`src/rtl/seq_multiplier.sv`:
```
// Sequential shift-add multiplier, signed/unsigned per transaction, truncated result with overflow flag.
// Latency: operands accepted at edge E give out_valid from edge E+WIDTH; one transaction per WIDTH+2 cycles.
// Backpressure: result held in DONE until out_ready; in_ready low while BUSY/DONE, no comb ready/valid paths.
module seq_multiplier #(
  parameter int WIDTH     = 4,
  parameter int OUT_WIDTH = 4
) (
  input  logic                 clk,
  input  logic                 rst,
  input  logic                 in_valid,
  output logic                 in_ready,
  input  logic [WIDTH-1:0]     a,
  input  logic [WIDTH-1:0]     b,
  input  logic                 in_signed,
  output logic                 out_valid,
  input  logic                 out_ready,
  output logic [OUT_WIDTH-1:0] p,
  output logic                 ovf
);

  localparam int PW = 2 * WIDTH;
  localparam int CW = $clog2(WIDTH + 1);
  // Mask covering bits [PW-1:OUT_WIDTH-1] after shifting them down to bit 0.
  localparam logic [PW-1:0] SMASK = {PW{1'b1}} >> (OUT_WIDTH - 1);

  typedef enum logic [1:0] {IDLE, BUSY, DONE} state_t;

  state_t          state, state_nxt;
  logic [PW-1:0]   acc;
  logic [PW-1:0]   a_sh;      // |a| shifted left by count
  logic [WIDTH-1:0] b_sh;     // |b| shifted right by count; bit 0 is the current multiplier bit
  logic [CW-1:0]   count;
  logic            neg;
  logic            sgn;

  logic [WIDTH-1:0] a_mag_in;
  logic [WIDTH-1:0] b_mag_in;
  logic [PW-1:0]    acc_sum;
  logic [PW-1:0]    full;
  logic [PW-1:0]    hi;
  logic             last_bit;
  logic             ovf_u;
  logic             ovf_s;
  logic             ovf_nxt;

  // Operand magnitudes at accept; -2^(WIDTH-1) negates to itself, which read unsigned is 2^(WIDTH-1).
  always_comb begin
    a_mag_in = (in_signed && a[WIDTH-1]) ? -a : a;
    b_mag_in = (in_signed && b[WIDTH-1]) ? -b : b;
  end

  // Partial-product step and signed result formation; full includes the final step's addend.
  always_comb begin
    acc_sum  = acc + (b_sh[0] ? a_sh : '0);
    full     = neg ? -acc_sum : acc_sum;
    last_bit = (count == CW'(WIDTH - 1));
    hi       = full >> (OUT_WIDTH - 1);
    ovf_s    = (hi != '0) && (hi != SMASK);
    ovf_nxt  = sgn ? ovf_s : ovf_u;
  end

  // Unsigned overflow: any bit above the kept slice is set; impossible when nothing is truncated.
  generate
    if (OUT_WIDTH == PW) begin : g_no_trunc
      assign ovf_u = 1'b0;
    end else begin : g_trunc
      assign ovf_u = |(full >> OUT_WIDTH);
    end
  endgenerate

  // State register.
  always_ff @(posedge clk) begin
    if (rst) state <= IDLE;
    else     state <= state_nxt;
  end

  // Next-state logic.
  always_comb begin
    state_nxt = state;
    case (state)
      IDLE:    if (in_valid)  state_nxt = BUSY;
      BUSY:    if (last_bit)  state_nxt = DONE;
      DONE:    if (out_ready) state_nxt = IDLE;
      default:                state_nxt = IDLE;
    endcase
  end

  // Handshake outputs decoded from state only.
  always_comb begin
    in_ready  = (state == IDLE);
    out_valid = (state == DONE);
  end

  // Datapath: latch operands on accept, one shift-add per BUSY cycle, capture result on the last one.
  always_ff @(posedge clk) begin
    if (rst) begin
      acc   <= '0;
      a_sh  <= '0;
      b_sh  <= '0;
      count <= '0;
      neg   <= 1'b0;
      sgn   <= 1'b0;
      p     <= '0;
      ovf   <= 1'b0;
    end else begin
      case (state)
        IDLE: begin
          if (in_valid) begin
            a_sh  <= {{WIDTH{1'b0}}, a_mag_in};
            b_sh  <= b_mag_in;
            neg   <= in_signed & (a[WIDTH-1] ^ b[WIDTH-1]);
            sgn   <= in_signed;
            acc   <= '0;
            count <= '0;
          end
        end
        BUSY: begin
          acc   <= acc_sum;
          a_sh  <= a_sh << 1;
          b_sh  <= b_sh >> 1;
          count <= count + CW'(1);
          if (last_bit) begin
            p   <= full[OUT_WIDTH-1:0];
            ovf <= ovf_nxt;
          end
        end
        default: ;
      endcase
    end
  end

endmodule

```
`config.mk`:
```
export PLATFORM = sky130hd
export DESIGN_NAME = seq_multiplier
export DESIGN_NICKNAME = d
export VERILOG_FILES = /design/src/rtl/seq_multiplier.sv
export SDC_FILE = /design/constraint.sdc
export NUM_CORES = 1
export LEC_CHECK = 0
export BUFFER_PORTS_ARGS = -buffer_cell sky130_fd_sc_hd__buf_2
export CAP_MARGIN = 10
export CORE_MARGIN = 4
export CORE_UTILIZATION = 45
export DETAILED_ROUTE_END_ITERATION = 16
export HOLD_SLACK_MARGIN = 0.08
export SLEW_MARGIN = 40
export SYNTH_ARGS = -nofsm -noshare
export SYNTH_HDL_FRONTEND = slang
export SYNTH_SLANG_ARGS = --single-unit
```
`constraint.sdc`:
```
create_clock -name clk -period 3.4 [get_ports clk]
set_input_delay 0.17 -clock clk [delete_from_list [all_inputs] [get_ports clk]]
set_output_delay 0.17 -clock clk [all_outputs]
set_load 0.03 [all_outputs]
```
==> metrics.yaml, run 1 <==
logic_synthesis:
  ys_types: 56
  yosysTopAreaCell: "dfxtp_1"
  yosys-top-cells-area: "dfxtp_1 (30%), ha_1 (7.1%), a21oi_1 (6.4%)"
  synth.top_cell.area_share_pct: 30.5
  syn-cell-area_mm2: 0.00210
  yosys_most_used_dff: "dfxtp_1"
  synthArstFlopShare_pct: 0
  avgSynthCellArea_um2: 7.90
  synth_edf_count: 0
  ys_seq_area_share_pct: 30.5
  synth_warnings: 0
  syn_inst: 266
  synth_seq_cells: 32
  syn-num-nets: 292
finish:
  utilization_pct: 51.9
  n_antenna_cell: 0
  area_growth_pct: 9.64
  layout-drive-gt1-share_pct: 14.3
  fin_nets: 305
grt:
  met1_usage_pct: 22.3
  antenna_found_initial: 0
  grt_pass1_wl_um: 7980
  grt_max_degree: 33
  gr-total-overflow: 0
  first_global_vias: 1773
  top_usage_layer: "met2"
  track_usage_pct: 16.4
  use_met3_pct: 3.55
  met2_usage_pct: 25.9
clock_tree:
  cts_resized: 0
  post_cts_buffers: 0
  cts-buffers-inserted: 5
  cts_max_level: 2
  cts_num_sinks: 32
  clk_latency_ps: 280
  cts_hold_buf: 0
  cts-root-buf: "clkbuf_8"
  clk_path_buf_depth: 2
  clk_pin_slew_ps: 60
  tritoncts: "built"
setup_path:
  end_kind: "register"
  crit_type: "register to register"
  worstPathMaxFanout: 9
  worst_setup_path_start_kind: "register"
  cp_data_arrival_time_ps: 3170
  crit_required_ps: 3570
floorplanning:
  dieArea_mm2: 0.00583
  fp.dieH_um: 76.3
  std_cell_rows: 24
  ios: 20
  die_w_um: 76.3
  start_util_pct: 47.3
  core-area_mm2: 0.00444
power_and_ir_drop:
  p_leak_uw: 0.000938
  comb_power_share_pct: 12.0
  p_int_uw: 599
  sequentialPowerShare_pct: 49.1
  p_per_area_mw_per_mm2: 350
  pwr-share-clk_pct: 38.9
  peakVddDrop_mv: 0.231
  sw_frac_of_total_pct: 25.7
  p_sw_uw: 207
timing:
  final_hold_viol_count: 0
  finalMaxSlewViolations: 0
  fmax_mhz: 334
  setup_viol: 0
  layout_min_cycle_time_ps: 2990
  fin_crit_sh_pct: 88.0
  final.setup.tns_ps: 0
  rsz0062_at_grt: "no"
  relSlewSlack_pct: 49.6
  final.setup_skew_ps: 3.82
  tightest_slew_ps: 754
route:
  wirelength_um: 4440
  drt-pass1-iter-count: 4
  vias: 1866
  wire_per_inst_um: 13.4
  route.detailed.drc: 0
  drtAntennaViolNets: 0
  vias_per_cell: 5.64
  drt_iter0_markers: 84
status:
  status: "finished clean"
place:
  io_buffers: 19
  gp_congestion: 0.803
  dp_hpwl_um: 3390
min_path:
  worstHoldPathType: "primary input to register"
run:
  max-cap-violations: 0
## worst paths after layout
kind / startpoint / to / slack, ps / depth (start not counted)
setup reg to reg: b_sh[0]$_SDFFE_PP0P_ / ovf$_SDFFE_PP0P_ / 410 / 10
setup / recovery: b_sh[0]$_SDFFE_PP0P_ / ovf$_SDFFE_PP0P_ / 410 / 10
hold / removal: out_ready / state[1]$_SDFFE_PP0P_ / 160 / 3
hold reg to reg: p[0]$_SDFFE_PP0P_ / p[0]$_SDFFE_PP0P_ / 450 / 2
## area by class of cell
class | count | area [µm²]
inverters | 10 | 37.5
fillers | 444 | 2140
repair buffers | 20 | 103
well taps | 52 | 65.1
clock buffers | 7 | 96.3
flip-flops and latches | 32 | 641
multi-input cells | 210 | 1360
## metal layers
layer,part of all wire [%],wire length (µm),up-vias
li1,-,-,972
met1,50,2220,866
met2,46,2070,26
met3,3.2,141,2
met4,0.43,19,0
met5,0,0,-
## cells in the final DEF, fill, tap and decap left out, types with 2 or more instances in the layout
cell,instances
a22oi_1,3
nand2b_1,3
a221oi_1,2
nor3b_1,2
dfxtp_1,32
nand3_1,19
xor2_1,7
mux2i_1,3
nand2_1,31
inv_1,10
clkbuf_8,7
nor2b_1,3
nand3b_1,2
o21ai_0,3
o211a_1,2
o31ai_1,4
a211oi_1,3
o2bb2ai_1,2
or3_1,4
nor4_1,2
a21oi_1,27
nor2_1,29
and2_1,9
a211oi_2,4
or3b_1,2
a31oi_1,4
ha_1,12
nor3_1,2
buf_2,19
## stage by stage
stage / cell area [µm²] / setup WS [ps] / hold slack (ps) / instances / total power [µW]
2_1_floorplan: 2100 / 691 / 243 / 266 / 474
3_3_place_gp: 2210 / 475 / 437 / 324 / 501
3_5_place_dp: 2210 / 418 / 444 / 324 / 502
4_1_cts: 2300 / 387 / 148 / 331 / 817
5_1_grt: 2300 / 186 / 152 / 331 / 849
6_report: 2300 / 409 / 157 / 331 / 807
## Yosys cell counts, drive strengths merged (4+ instances only)
library cell	n
nor2	30
a21oi	27
dfxtp	32
o21ai	5
xor2	7
o31ai	4
inv	10
a31oi	4
nand3	20
clkbuf	11
or3	5
ha	12
nand2	31
a211oi	7
nand2b	4
and2	9
## worst max-delay path: stages (launching register included)
cell	delay, ps
dfxtp_1	360
and2_1	180
ha_1	210
fa_1	430
a211oi_2	310
o21ba_1	330
o221ai_2	190
or3_1	360
a211oi_2	220
o2111ai_1	150
o211a_1	140
## power by group through the flow
stage	Combinational, µW	Clock, µW	Sequential, µW
CTS	97.8	324	396
global route	111	341	398
finish	96.9	314	396
global placement	97.3	0	404
floorplan	73.5	0	400
detailed placement	97.6	0	404
## logic make-up after synthesis
kind of cell	count (synthesis)	share of synthesized area, %
flops	32	30.5
buf+inv	24	4.82
fa+ha+maj	13	8.10
simple gates	118	28.2
compound gates	67	22.6
mux	3	1.43
xor+xnor	9	4.40
## sequential cells by signal (all words and copies together), names as in the netlist
signal,cells
a_sh,8
acc,8
b_sh,4
p,4
count,3
state,2
neg,1
ovf,1
sgn,1
(Power assumes the default switching activity.)
==> run 2, diff against run 1 <==
- ABC_AREA: default -> 1
- CTS_BUF_LIST: default -> sky130_fd_sc_hd__clkbuf_8
==> metrics.yaml, run 2 <==
status:
  status: "finished clean"  # unchanged
clock_tree:
  cts_hold_buf: 0  # unchanged
  post_cts_buffers: 0  # unchanged
  cts_num_sinks: 32  # unchanged
  clk_pin_slew_ps: 70  # was 60 ps
  cts_max_level: 2  # unchanged
  clk_latency_ps: 280  # about the same
  cts_resized: 0  # unchanged
  clk_path_buf_depth: 2  # unchanged
  tritoncts: "built"  # unchanged
  cts-buffers-inserted: 5  # unchanged
  cts-root-buf: "clkbuf_8"  # unchanged
logic_synthesis:
  synth_xor_area_share_pct: 2.15  # was 4.40%
  syn-num-nets: 348  # was 292
  synth_seq_cells: 32  # unchanged
  avgSynthCellArea_um2: 6.33  # was 7.90 µm²
  ys_seq_area_share_pct: 31.4  # was 30.5%
  synth_edf_count: 0  # unchanged
  syn_inst: 322  # was 266
  synthTopCellsByCount: "nand2_1 (113), inv_1 (39), dfxtp_1 (32), a21oi_1 (31), nor2_1 (26)"  # was dfxtp_1 (32), nand2_1 (31), nor2_1 (29), a21oi_1 (27), nand3_1 (19)
  yosys-top-cells-area: "dfxtp_1 (31%), nand2_1 (21%), a21oi_1 (7.6%)"  # was dfxtp_1 (30%), ha_1 (7.1%), a21oi_1 (6.4%)
  synthArstFlopShare_pct: 0  # unchanged
  synthAdderAreaFrac_pct: 8.35  # was 8.10%
  yosysTopAreaCell: "dfxtp_1"  # unchanged
  synth_warnings: 0  # unchanged
  ys_types: 27  # was 56
  synth.most_common_cell: "nand2_1"  # was dfxtp_1
  synth-compound-area-share_pct: 13.2  # was 22.6%
  synth_mux_area_share_pct: 0  # was 1.43%
  synth.top_cell.area_share_pct: 31.4  # was 30.5%
  synth_top_family_by_area: "simple AND/OR/NAND/NOR gates"  # unchanged
  synth-simple-area-share_pct: 34.9  # was 28.2%
  syn-cell-area_mm2: 0.00204  # was 0.00210 mm²
  yosys_most_used_dff: "dfxtp_1"  # unchanged
timing:
  layout_min_cycle_time_ps: 2600  # was 2990 ps
  setup_viol: 0  # unchanged
  relSlewSlack_pct: 54.5  # was 49.6%
  fin_crit_sh_pct: 76.5  # was 88.0%
  rsz0062_at_grt: "no"  # unchanged
  final_hold_viol_count: 0  # unchanged
  fmax_mhz: 384  # was 334 MHz
  finalMaxSlewViolations: 0  # unchanged
  final.setup_skew_ps: 6.15  # was 3.82 ps
  tightest_slew_ps: 681  # was 754 ps
  final.setup.tns_ps: 0  # unchanged
power_and_ir_drop:
  p_leak_uw: 0.00115  # was 0.000938 µW
  p_per_area_mw_per_mm2: 389  # was 350 mW/mm²
  peakVddDrop_mv: 0.197  # was 0.231 mV
min_path:
  whs_endpoint: "state[1]$_SDFFE_PP0P_"  # unchanged
  worstHoldPathType: "primary input to register"  # unchanged
  hp-start: "out_ready"  # unchanged
  min_path_cells: 4  # was 3
grt:
  antenna_found_initial: 0  # unchanged
  track_usage_pct: 17.8  # was 16.4%
  gr-total-overflow: 0  # unchanged
  grt_max_degree: 30  # was 33
  grt_pass1_wl_um: 7830  # was 7980 µm
  first_global_vias: 1821  # was 1773
setup_path:
  end_kind: "register"  # unchanged
  crit_required_ps: 3580  # was 3570 ps
  worstPathMaxFanout: 9  # unchanged
  cp_data_arrival_time_ps: 2780  # was 3170 ps
  max_stage_delay_ps: 460  # was 430 ps
  critPathBufInv: 3  # was 0
  timing.rr.start: "b_sh[0]$_SDFFE_PP0P_"  # unchanged
  worst_setup_path_start_kind: "register"  # unchanged
  crit_type: "register to register"  # unchanged
  worst_path_most_repeated_cell: "nand2_1"  # was a211oi_2
  cp_top_family: "simple AND/OR/NAND/NOR gates"  # was compound AO/OA/AOI/OAI gates
  path_cells: "nand2_1 > inv_1 > ha_1 > fa_1 > inv_1 > ha_1 > inv_1 > nor2_1 > nand3_2 > nor2_1 > nand2_1 > nand2_1 > nand2_1 > nand2_2 > nand2_1 > o21bai_2 > nand2_1 > nor2_1 > nor2_1"  # was and2_1 > ha_1 > fa_1 > a211oi_2 > o21ba_1 > o221ai_2 > or3_1 > a211oi_2 > o2111ai_1 > o211a_1
  rr_worst_depth: 19  # was 10
  cpMaxStageDelayCell: "dfxtp_1"  # was fa_1
  ff2ff_setup_slack_ps: 800  # was 410 ps
  r2r_end: "ovf$_SDFFE_PP0P_"  # unchanged
route:
  vias: 1963  # was 1866
  vias_per_cell: 5.01  # was 5.64
  wirelength_um: 4380  # was 4440 µm
  drt_iter0_markers: 102  # was 84
  drtAntennaViolNets: 0  # unchanged
  drt-pass1-iter-count: 4  # unchanged
  wire_per_inst_um: 11.2  # was 13.4 µm
  route.detailed.drc: 0  # unchanged
floorplanning:
  std_cell_rows: 24  # unchanged
  die_w_um: 75.3  # was 76.3 µm
  core-area_mm2: 0.00435  # was 0.00444 mm²
  dieArea_mm2: 0.00567  # was 0.00583 mm²
  start_util_pct: 46.8  # was 47.3%
  fp.dieH_um: 75.3  # was 76.3 µm
  ios: 20  # unchanged
finish:
  fin_nets: 365  # was 305
  area_growth_pct: 11.9  # was 9.64%
  layout_commonest_cell: "nand2_1"  # was dfxtp_1
  reg_top3: "a_sh (8), acc (8)"  # unchanged
  n_antenna_cell: 0  # unchanged
  layout-drive-gt1-share_pct: 11.2  # was 14.3%
  mostFrequentLayoutCells: "nand2_1 (113), inv_1 (39), dfxtp_1 (32)"  # was dfxtp_1 (32), nand2_1 (31), nor2_1 (29)
  utilization_pct: 52.3  # was 51.9%
  fillers: 461  # was 444
place:
  gp_congestion: 0.839  # was 0.803
  dp_hpwl_um: 3370  # was 3390 µm
  io_buffers: 19  # unchanged
run:
  max-cap-violations: 0  # unchanged
==> run 2: changes by cell type after synthesis, moves of 4 or more <==
cell | previous run | this run
a211oi_2 | 4 | 0
a21oi_1 | 27 | 31
and2_1 | 9 | 0
clkbuf_1 | 11 | 5
inv_1 | 10 | 39
nand2_1 | 31 | 113
nand2_2 | 0 | 6
nand2b_1 | 4 | 0
o21ai_0 | 3 | 7
o31ai_1 | 4 | 0
or3_1 | 4 | 0
xor2_1 | 7 | 3
==> run 2: final cells by class <==
cell class	instances	area (µm²)	share of cell area (%)
Sequential cell	32	641	28.1
Clock buffer	7	96.3	4.23
Multi-Input combinational cell	240	1190	52.4
Timing Repair Buffer	20	103	4.50
Inverter	40	150	6.59
Tap cell	52	65.1	2.86
Clock inverter	1	30.0	1.32
==> run 2: cells by family (layout without fill, tap and decap cells) <==
kind of cell | count (synthesis) | in the layout
buf+inv | 50 | 68
flops | 32 | 32
simple gates | 173 | 173
fa+ha+maj | 13 | 13
compound gates | 49 | 49
xor+xnor | 5 | 5
==> run 2: layer usage <==
layer  GRT usage [%]  share of wire, %  vias up  wire length, µm
met5               0                 0        -                0
met4            6.21               1.6        0               68
met3            3.87               3.2        6              141
met2            27.1                44       26             1930
met1            24.6                51      872             2240
li1                -                 -     1059                -
==> run 2: power by group <==
group          switching [µW]  total [µW]  leakage (µW)  internal (µW)
clock                     143         401     0.0000645            259
combinational            58.9        89.2      0.000828           30.2
sequential               10.5         396      0.000260            386
total                     212         887       0.00115            675
==> run 2: worst reg2reg max path, stage by stage, from the launching register on <==
cell	delay (ps)
dfxtp_1	460
nand2_1	80
inv_1	50
ha_1	210
fa_1	450
inv_1	100
ha_1	150
inv_1	50
nor2_1	130
nand3_2	100
nor2_1	90
nand2_1	70
nand2_1	60
nand2_1	60
nand2_2	70
nand2_1	60
o21bai_2	100
nand2_1	60
nor2_1	110
nor2_1	40
==> run 2: metrics by stage <==
step / area [µm²] / worst slack, ps / hold WS, ps / cells / power (µW)
after floorplan: 2040 / 985 / 319 / 322 / 470
after global placement: 2150 / 847 / 439 / 384 / 494
after detailed placement: 2150 / 786 / 440 / 384 / 495
after CTS: 2280 / 769 / 142 / 392 / 895
after global routing: 2280 / 365 / 159 / 392 / 928
final: 2280 / 798 / 140 / 392 / 887
==> run 2: how the worst max path moves through the flow <==
stage                               startpoint               end  slack (ps)  cells past startpoint
final                     b_sh[0]$_SDFFE_PP0P_  ovf$_SDFFE_PP0P_         800                     19
after global routing      b_sh[0]$_SDFFE_PP0P_  ovf$_SDFFE_PP0P_         370                     19
after CTS                 b_sh[0]$_SDFFE_PP0P_  ovf$_SDFFE_PP0P_         770                     19
after detailed placement  b_sh[0]$_SDFFE_PP0P_  ovf$_SDFFE_PP0P_         790                     19
after global placement    b_sh[0]$_SDFFE_PP0P_  ovf$_SDFFE_PP0P_         850                     19
after floorplan           b_sh[0]$_SDFFE_PP0P_  ovf$_SDFFE_PP0P_         990                     20
